--- src/rtl/riscv_definitions.sv ---
// Shared core-wide widths and the writeback request record.
package riscv_definitions;

    localparam int DATA_WIDTH = 32;
    localparam int REG_ADDR   = 5;

    typedef struct packed {
        logic [REG_ADDR-1:0]   rd;
        logic [DATA_WIDTH-1:0] data;
    } wb_req_t;

    typedef enum logic [1:0] {
        GRANT_NONE = 2'd0,
        GRANT_ALU  = 2'd1,
        GRANT_LSU  = 2'd2
    } wb_grant_e;

endpackage

--- src/rtl/wb_fifo.sv ---
// Small FIFO for load results waiting for a writeback slot.
module wb_fifo
    import riscv_definitions::*;
#(
    parameter int DEPTH = 2
) (
    input  logic    i_clk,
    input  logic    i_rst_n,
    input  logic    i_push,
    input  wb_req_t i_push_data,
    input  logic    i_pop,
    output wb_req_t o_head,
    output logic    o_full,
    output logic    o_empty
);

    localparam int PTR_W = $clog2(DEPTH);

    // Extra top bit separates full from empty when the index bits match.
    logic [PTR_W:0] wr_ptr;
    logic [PTR_W:0] rd_ptr;
    wb_req_t        mem [DEPTH];

    always_ff @(posedge i_clk or negedge i_rst_n) begin
        if (!i_rst_n) begin
            wr_ptr <= '0;
            rd_ptr <= '0;
        end else begin
            // NOTE: non-blocking so every register in the edge samples pre-edge values.
            if (i_push) wr_ptr <= wr_ptr + (PTR_W+1)'(1);
            if (i_pop)  rd_ptr <= rd_ptr + (PTR_W+1)'(1);
        end
    end

    // NOTE: storage has no reset; the pointers alone say which entries are valid.
    always_ff @(posedge i_clk) begin
        if (i_push) mem[wr_ptr[PTR_W-1:0]] <= i_push_data;
    end

    assign o_head  = mem[rd_ptr[PTR_W-1:0]];
    assign o_empty = (wr_ptr == rd_ptr);
    assign o_full  = (wr_ptr[PTR_W] != rd_ptr[PTR_W]) &&
                     (wr_ptr[PTR_W-1:0] == rd_ptr[PTR_W-1:0]);

endmodule

--- src/rtl/writeback_arbiter.sv ---
// Merges ALU and buffered load results onto the single register-file write port.
module writeback_arbiter
    import riscv_definitions::*;
#(
    parameter int FIFO_DEPTH   = 2,
    parameter int STARVE_LIMIT = 4
) (
    input  logic                  i_clk,
    input  logic                  i_rst_n,
    input  logic                  i_clk_en,
    input  logic                  i_alu_valid,
    output logic                  o_alu_ready,
    input  logic [REG_ADDR-1:0]   i_alu_rd,
    input  logic [DATA_WIDTH-1:0] i_alu_data,
    input  logic                  i_lsu_valid,
    output logic                  o_lsu_ready,
    input  logic [REG_ADDR-1:0]   i_lsu_rd,
    input  logic [DATA_WIDTH-1:0] i_lsu_data,
    output logic                  o_wr_reg_en,
    output logic [REG_ADDR-1:0]   o_write_register_addr,
    output logic [DATA_WIDTH-1:0] o_write_data,
    output logic                  o_busy
);

    localparam int CNT_W = $clog2(STARVE_LIMIT + 1);

    logic             fifo_full;
    logic             fifo_empty;
    logic             push;
    logic             pop;
    logic             force_lsu;
    wb_req_t          fifo_head;
    wb_req_t          winner;
    wb_grant_e        grant;
    logic [CNT_W-1:0] starve_cnt;

    wb_fifo #(.DEPTH(FIFO_DEPTH)) u_fifo (
        .i_clk       (i_clk),
        .i_rst_n     (i_rst_n),
        .i_push      (push),
        .i_push_data ({i_lsu_rd, i_lsu_data}),
        .i_pop       (pop),
        .o_head      (fifo_head),
        .o_full      (fifo_full),
        .o_empty     (fifo_empty)
    );

    // Readies depend only on registered state and the enable, never on a valid.
    assign force_lsu   = (starve_cnt == CNT_W'(STARVE_LIMIT)) && !fifo_empty;
    assign o_alu_ready = i_clk_en && !force_lsu;
    assign o_lsu_ready = i_clk_en && !fifo_full;
    assign push        = i_lsu_valid && o_lsu_ready;
    assign pop         = (grant == GRANT_LSU);

    always_comb begin
        // NOTE: defaults first so no path through the block leaves a latch.
        grant  = GRANT_NONE;
        winner = fifo_head;
        if (i_clk_en) begin
            if (force_lsu) begin
                grant = GRANT_LSU;
            end else if (i_alu_valid) begin
                grant  = GRANT_ALU;
                winner = '{rd: i_alu_rd, data: i_alu_data};
            end else if (!fifo_empty) begin
                grant = GRANT_LSU;
            end
        end
    end

    always_ff @(posedge i_clk or negedge i_rst_n) begin
        if (!i_rst_n) begin
            o_wr_reg_en           <= 1'b0;
            o_write_register_addr <= '0;
            o_write_data          <= '0;
        end else if (i_clk_en) begin
            if (grant != GRANT_NONE) begin
                o_write_register_addr <= winner.rd;
                o_write_data          <= winner.data;
                o_wr_reg_en           <= (winner.rd != '0);
            end else begin
                o_wr_reg_en <= 1'b0;
            end
        end
    end

    // Counts cycles a waiting load head has lost; saturates so it stays forced.
    always_ff @(posedge i_clk or negedge i_rst_n) begin
        if (!i_rst_n) begin
            starve_cnt <= '0;
        end else if (i_clk_en) begin
            if (fifo_empty || pop) begin
                starve_cnt <= '0;
            end else if (starve_cnt != CNT_W'(STARVE_LIMIT)) begin
                starve_cnt <= starve_cnt + CNT_W'(1);
            end
        end
    end

    assign o_busy = !fifo_empty || o_wr_reg_en;

endmodule

--- config.mk ---
export PLATFORM = sky130hd
export DESIGN_NAME = writeback_arbiter
export DESIGN_NICKNAME = d
export VERILOG_FILES = /design/src/rtl/riscv_definitions.sv /design/src/rtl/wb_fifo.sv /design/src/rtl/writeback_arbiter.sv
export SDC_FILE = /design/constraint.sdc
export NUM_CORES = 1
export LEC_CHECK = 0
export CELL_PAD_IN_SITES_DETAIL_PLACEMENT = 1
export CELL_PAD_IN_SITES_GLOBAL_PLACEMENT = 2
export CORE_MARGIN = 2
export CORE_UTILIZATION = 38
export CTS_BUF_LIST = sky130_fd_sc_hd__clkbuf_2
export DETAILED_ROUTE_END_ITERATION = 6
export HOLD_SLACK_MARGIN = 0.1
export PLACE_DENSITY_LB_ADDON = 0.1
export SLEW_MARGIN = 20
export SYNTH_ARGS = -nofsm -noshare
export SYNTH_HDL_FRONTEND = slang
export SYNTH_HIERARCHICAL = 1
export SYNTH_SLANG_ARGS = --single-unit
--- constraint.sdc ---
create_clock -name i_clk -period 8.6 [get_ports i_clk]
set_clock_uncertainty 0.05 [all_clocks]
set_input_delay 2.58 -clock i_clk [delete_from_list [all_inputs] [get_ports i_clk]]
set_output_delay 2.58 -clock i_clk [all_outputs]
set_load 0.01 [all_outputs]
---- Word-level counts from Yosys, hierarchy flattened ----
Memory sizes are Yosys's and may differ from the RTL's.
Cells that the tools add are included.
cells by class
  eq/ne operators ......................... 6
  reductions and logical operators ........ 15
  add/sub/neg operators ................... 3
  muxes and demuxes ....................... 12
operator list
  operator             count
  $mux 37              3
  $mux 2               4
  $mux 3               2
  $logic_and 1x1->1    5
  $reduce_bool 5->1    1
  $add 2x1->2 const B  2
  $reduce_and 2->1     2
  $reduce_bool 2->1    2
  $add 3x1->3 const B  1
  $eq 3x3->1 const B   1
  $logic_not 1->1      3
  $mux 1               3
  $ne 3x3->1 const B   1
  $eq 2x2->1           1
  $eq 2x2->1 const B   1
  $logic_or 1x1->1     2
  $eq 1x1->1           1
  $ne 1x1->1           1
storage, ports and cells
  memories kept ........................... 1
  bits in registers ....................... 45
  input bits .............................. 79
  word-level logic and storage cells ...... 43
  bits in writable memories ............... 74
  output and inout port bits .............. 41
memories
  name        depth  bits a word  rd ports  clocked after memory_dff  wr ports  RTL line       text
  u_fifo.mem  2      37           1         0                         1         wb_fifo.sv:22  wb_req_t mem [DEPTH];

---- Depth between registers and ports, before layout ----
  depth in word-level cells ............... 9
  mapped depth ............................ 9
  depth with buffers taken out ............ 7

---- Hierarchy ----
The synthesis kept the hierarchy.
by module, submodules not included
  module             instances  area an instance (sq um)  sequential area each (sq um)  cells an instance
  wb_fifo            1          2,870.3                   2,322.2                       130
  writeback_arbiter  1          2,011.9                   1,026.0                       197

---- Worst setup path before layout ----
Ideal clock, no wire load.
  path type ............................... in2out
  from .................................... in i_clk_en
  to ...................................... out o_lsu_ready
  slack ................................... 3.106 ns
  path buffers ............................ 0
  stages on the path ...................... 2
  data arrival time ....................... 2.864 ns
  cell sequence ........................... inv_1 -> nor2_1
on the way
  cells in the longest elaborated chain, start to end .. 1
ends and longest elaborated chain
  item               RTL line                 text
  from (decl)        writeback_arbiter.sv:10  input logic i_clk_en,
  $logic_and 1x1->1  writeback_arbiter.sv:51  assign o_lsu_ready = i_clk_en && !fifo_full;
  to (decl)          writeback_arbiter.sv:16  output logic o_lsu_ready,
Every way passes these cells.

---- Final worst setup path ----
Ends and elaborated chain as after synthesis.

==> flow_summary.json <==
{
  "status": "complete, no violations",
  "yosysUniqueCellTypes": 31,
  "cts_resized": 0,
  "dpl.hpwl_mm": 7.13,
  "drtIter0Drc": 88,
  "finalNonFillerCells": 638,
  "seqPwrFrac_pct": 48.9,
  "via_per_inst": 4.74,
  "syn_nets": 408,
  "power_frac_clock_pct": 14.8,
  "power_frac_comb_pct": 36.3,
  "cap_violations": 0,
  "multi_input_area_um2": 1420,
  "p_leak_uw": 0.00236,
  "async_flop_share_pct": 37.8,
  "wl_per_cell_um": 16.9,
  "synth-seq-cells": 119,
  "cts_tree": "built",
  "drt_pass1_iterations": 4,
  "synth_top_area_cell": "edfxtp_1",
  "yosysWarnings": 6,
  "setup-tns-final_ns": 0,
  "core.rowCount": 41,
  "cts.sinks": 119,
  "critPathLaunchType": "input pin",
  "grt_pass1_wl_mm": 17.7,
  "synth.avg_cell_area_um2": 14.9,
  "cts_root_buf": "clkbuf_2",
  "worstPathMaxFanout": 7,
  "grt_max_degree": 46,
  "ios": 120,
  "antenna_cells": 0,
  "power.internal_uw": 1220,
  "fill_cells": 1287,
  "drt_wl_total_mm": 10.8,
  "die_w_um": 117,
  "gp_congestion": 0.718,
  "end_kind": "output port",
  "min_path_type": "reg2reg",
  "postSynthCellCount": 327,
  "drive_gt1_share_pct": 16.7,
  "htreeDepth": 4,
  "power.switching_uw": 590,
  "arrival_ns": 4.09,
  "peakVddDrop_v": 0.000108,
  "maxSlewViolCount": 0,
  "worstMarginPinSlew_ns": 1.05,
  "synth_flop_cell": "edfxtp_1",
  "ff_latch_area_um2": 3350,
  "final_cell_mix": "clkdlybuf4s50_1, edfxtp_1, dfrtp_1",
  "antenna_found_initial": 0,
  "numPortBuffers": 119,
  "rsz0062_at_grt": "no",
  "fin_total_pwr_uw": 1810,
  "synth.cell_area_um2": 4880,
  "clockBufferDepth": 2,
  "track_usage_pct": 16.9,
  "hold_viol_final": 0,
  "setup_viol": 0,
  "die_area_um2": 13800,
  "die-height_um": 117,
  "synth_area_leaders": "edfxtp_1, dfrtp_1, mux2_2",
  "num_vias": 3027,
  "power_switching_share_pct": 32.7,
  "fin_nets": 534,
  "required_ns": 5.97,
  "period_needed_ns": 6.72,
  "slew_headroom_pct": 30.2,
  "grt_overflow_total": 0,
  "core_area_um2": 12600,
  "max_freq_mhz": 149,
  "clkLatencyLatePin_ns": 0.64,
  "path_clk_slew_ns": 0.15,
  "yosysTopAreaCellShare_pct": 45.5,
  "initial_core_util_pct": 38.8,
  "layout-area-overhead-vs-synth_pct": 30.8,
  "antenna_left": 0,
  "layout_commonest_cell": "clkdlybuf4s50_1",
  "grt_pass1_vias": 3412,
  "tritoncts.num_buffers": 17,
  "drc_errors": 0,
  "fin_crit_sh_pct": 78.2,
  "post_cts_buffers": 0,
  "placed_cells": 606,
  "hold_buffers": 0,
  "synth_edf_count": 74,
  "path_class": "in2out",
  "ys_seq_area_share_pct": 68.6,
  "powerDensity_nw_per_um2": 283
}
==> path summary, 6_finish.rpt <==
kind / from / endpoint / slack, ns / depth (start not counted)
max in group asynchronous: i_rst_n / u_fifo/rd_ptr[0]$_DFFE_PN0P_ / 6.04 / 2
setup / recovery: i_clk_en / o_lsu_ready / 1.88 / 4
hold / removal: u_fifo/wr_ptr[1]$_DFFE_PN0P_ / u_fifo/wr_ptr[1]$_DFFE_PN0P_ / 0.45 / 1
setup reg to reg: u_fifo/rd_ptr[0]$_DFFE_PN0P_ / o_write_data[13]$_DFFE_PN0P_ / 5.12 / 7
min in group asynchronous: i_rst_n / o_write_data[4]$_DFFE_PN0P_ / 1.97 / 2
hold reg to reg: u_fifo/wr_ptr[1]$_DFFE_PN0P_ / u_fifo/wr_ptr[1]$_DFFE_PN0P_ / 0.45 / 1
==> critical path: stages <==
cell             delay (ns)
clkdlybuf4s50_1        0.61
inv_1                  0.18
nor2_1                 0.17
clkdlybuf4s50_1        0.55
==> stage by stage <==
stage / setup WS (ns) / hold WS [ns] / cell area, um^2 / utilization [%]
floorplan: 3.11 / 0.410 / 4880 / -
global placement: 1.90 / 0.417 / 6200 / 49.4
detailed placement: 1.86 / 0.424 / 6230 / 49.6
CTS: 1.86 / 0.456 / 6390 / 50.8
global route: 1.74 / 0.472 / 6390 / 50.8
finish: 1.88 / 0.450 / 6390 / 50.8
==> Yosys cell counts (2+ instances only) <==
| master | instances |
|---|---|
| and2_1 | 3 |
| buf_2 | 2 |
| buf_4 | 2 |
| buf_6 | 5 |
| clkbuf_1 | 6 |
| dfrtp_1 | 45 |
| edfxtp_1 | 74 |
| ha_1 | 2 |
| inv_1 | 4 |
| mux2_2 | 37 |
| mux2i_1 | 37 |
| nand2_1 | 41 |
| nand2b_1 | 2 |
| nand3_1 | 2 |
| nor2_1 | 4 |
| nor2b_1 | 2 |
| nor3_1 | 2 |
| o21ai_0 | 2 |
| o21ai_1 | 39 |
| or3_1 | 2 |
| xor2_1 | 4 |
==> per-layer routing <==
metal | track usage (%) | vias to the layer above | wire length [um]
li1 | - | 1449 | -
met1 | 19.9 | 1483 | 4540
met2 | 28.1 | 82 | 5460
met3 | 6.76 | 13 | 625
met4 | 5.87 | 0 | 125
met5 | 0 | - | 0
==> power groups by stage <==
stage	Combinational (uW)	Sequential, uW	Clock [uW]
5_1_grt	718	909	306
6_report	656	884	267
2_1_floorplan	353	895	0
4_1_cts	671	890	284
3_3_place_gp	645	895	0
3_5_place_dp	668	903	0
==> registers in the layout (all words and copies together), names as in the netlist <==
| register | count |
|---|---|
| u_fifo/mem | 74 |
| o_write_data | 32 |
| o_write_register_addr | 5 |
| starve_cnt | 3 |
| u_fifo/rd_ptr | 2 |
| u_fifo/wr_ptr | 2 |
| o_wr_reg_en | 1 |
==> layout make-up <==
cell class              instances  share of cell area [%]
flip-flops and latches        119                    52.4
inverters                       4                   0.235
multi-input cells             188                    22.2
clock inverters                 7                   0.470
repair buffers                123                    19.4
clock buffers                  25                    1.96
well taps                     172                    3.37
==> logic make-up (layout without fill, tap and decap cells) <==
kind of cell	after synthesis	after routing	synth area share, %
flops	119	119	68.6
mux	74	74	16.1
simple gates	60	60	5.51
compound gates	46	46	5.20
buf+inv	20	159	2.84
xor+xnor	6	6	1.23
fa+ha+maj	2	2	0.512
(Power assumes the default switching activity.)
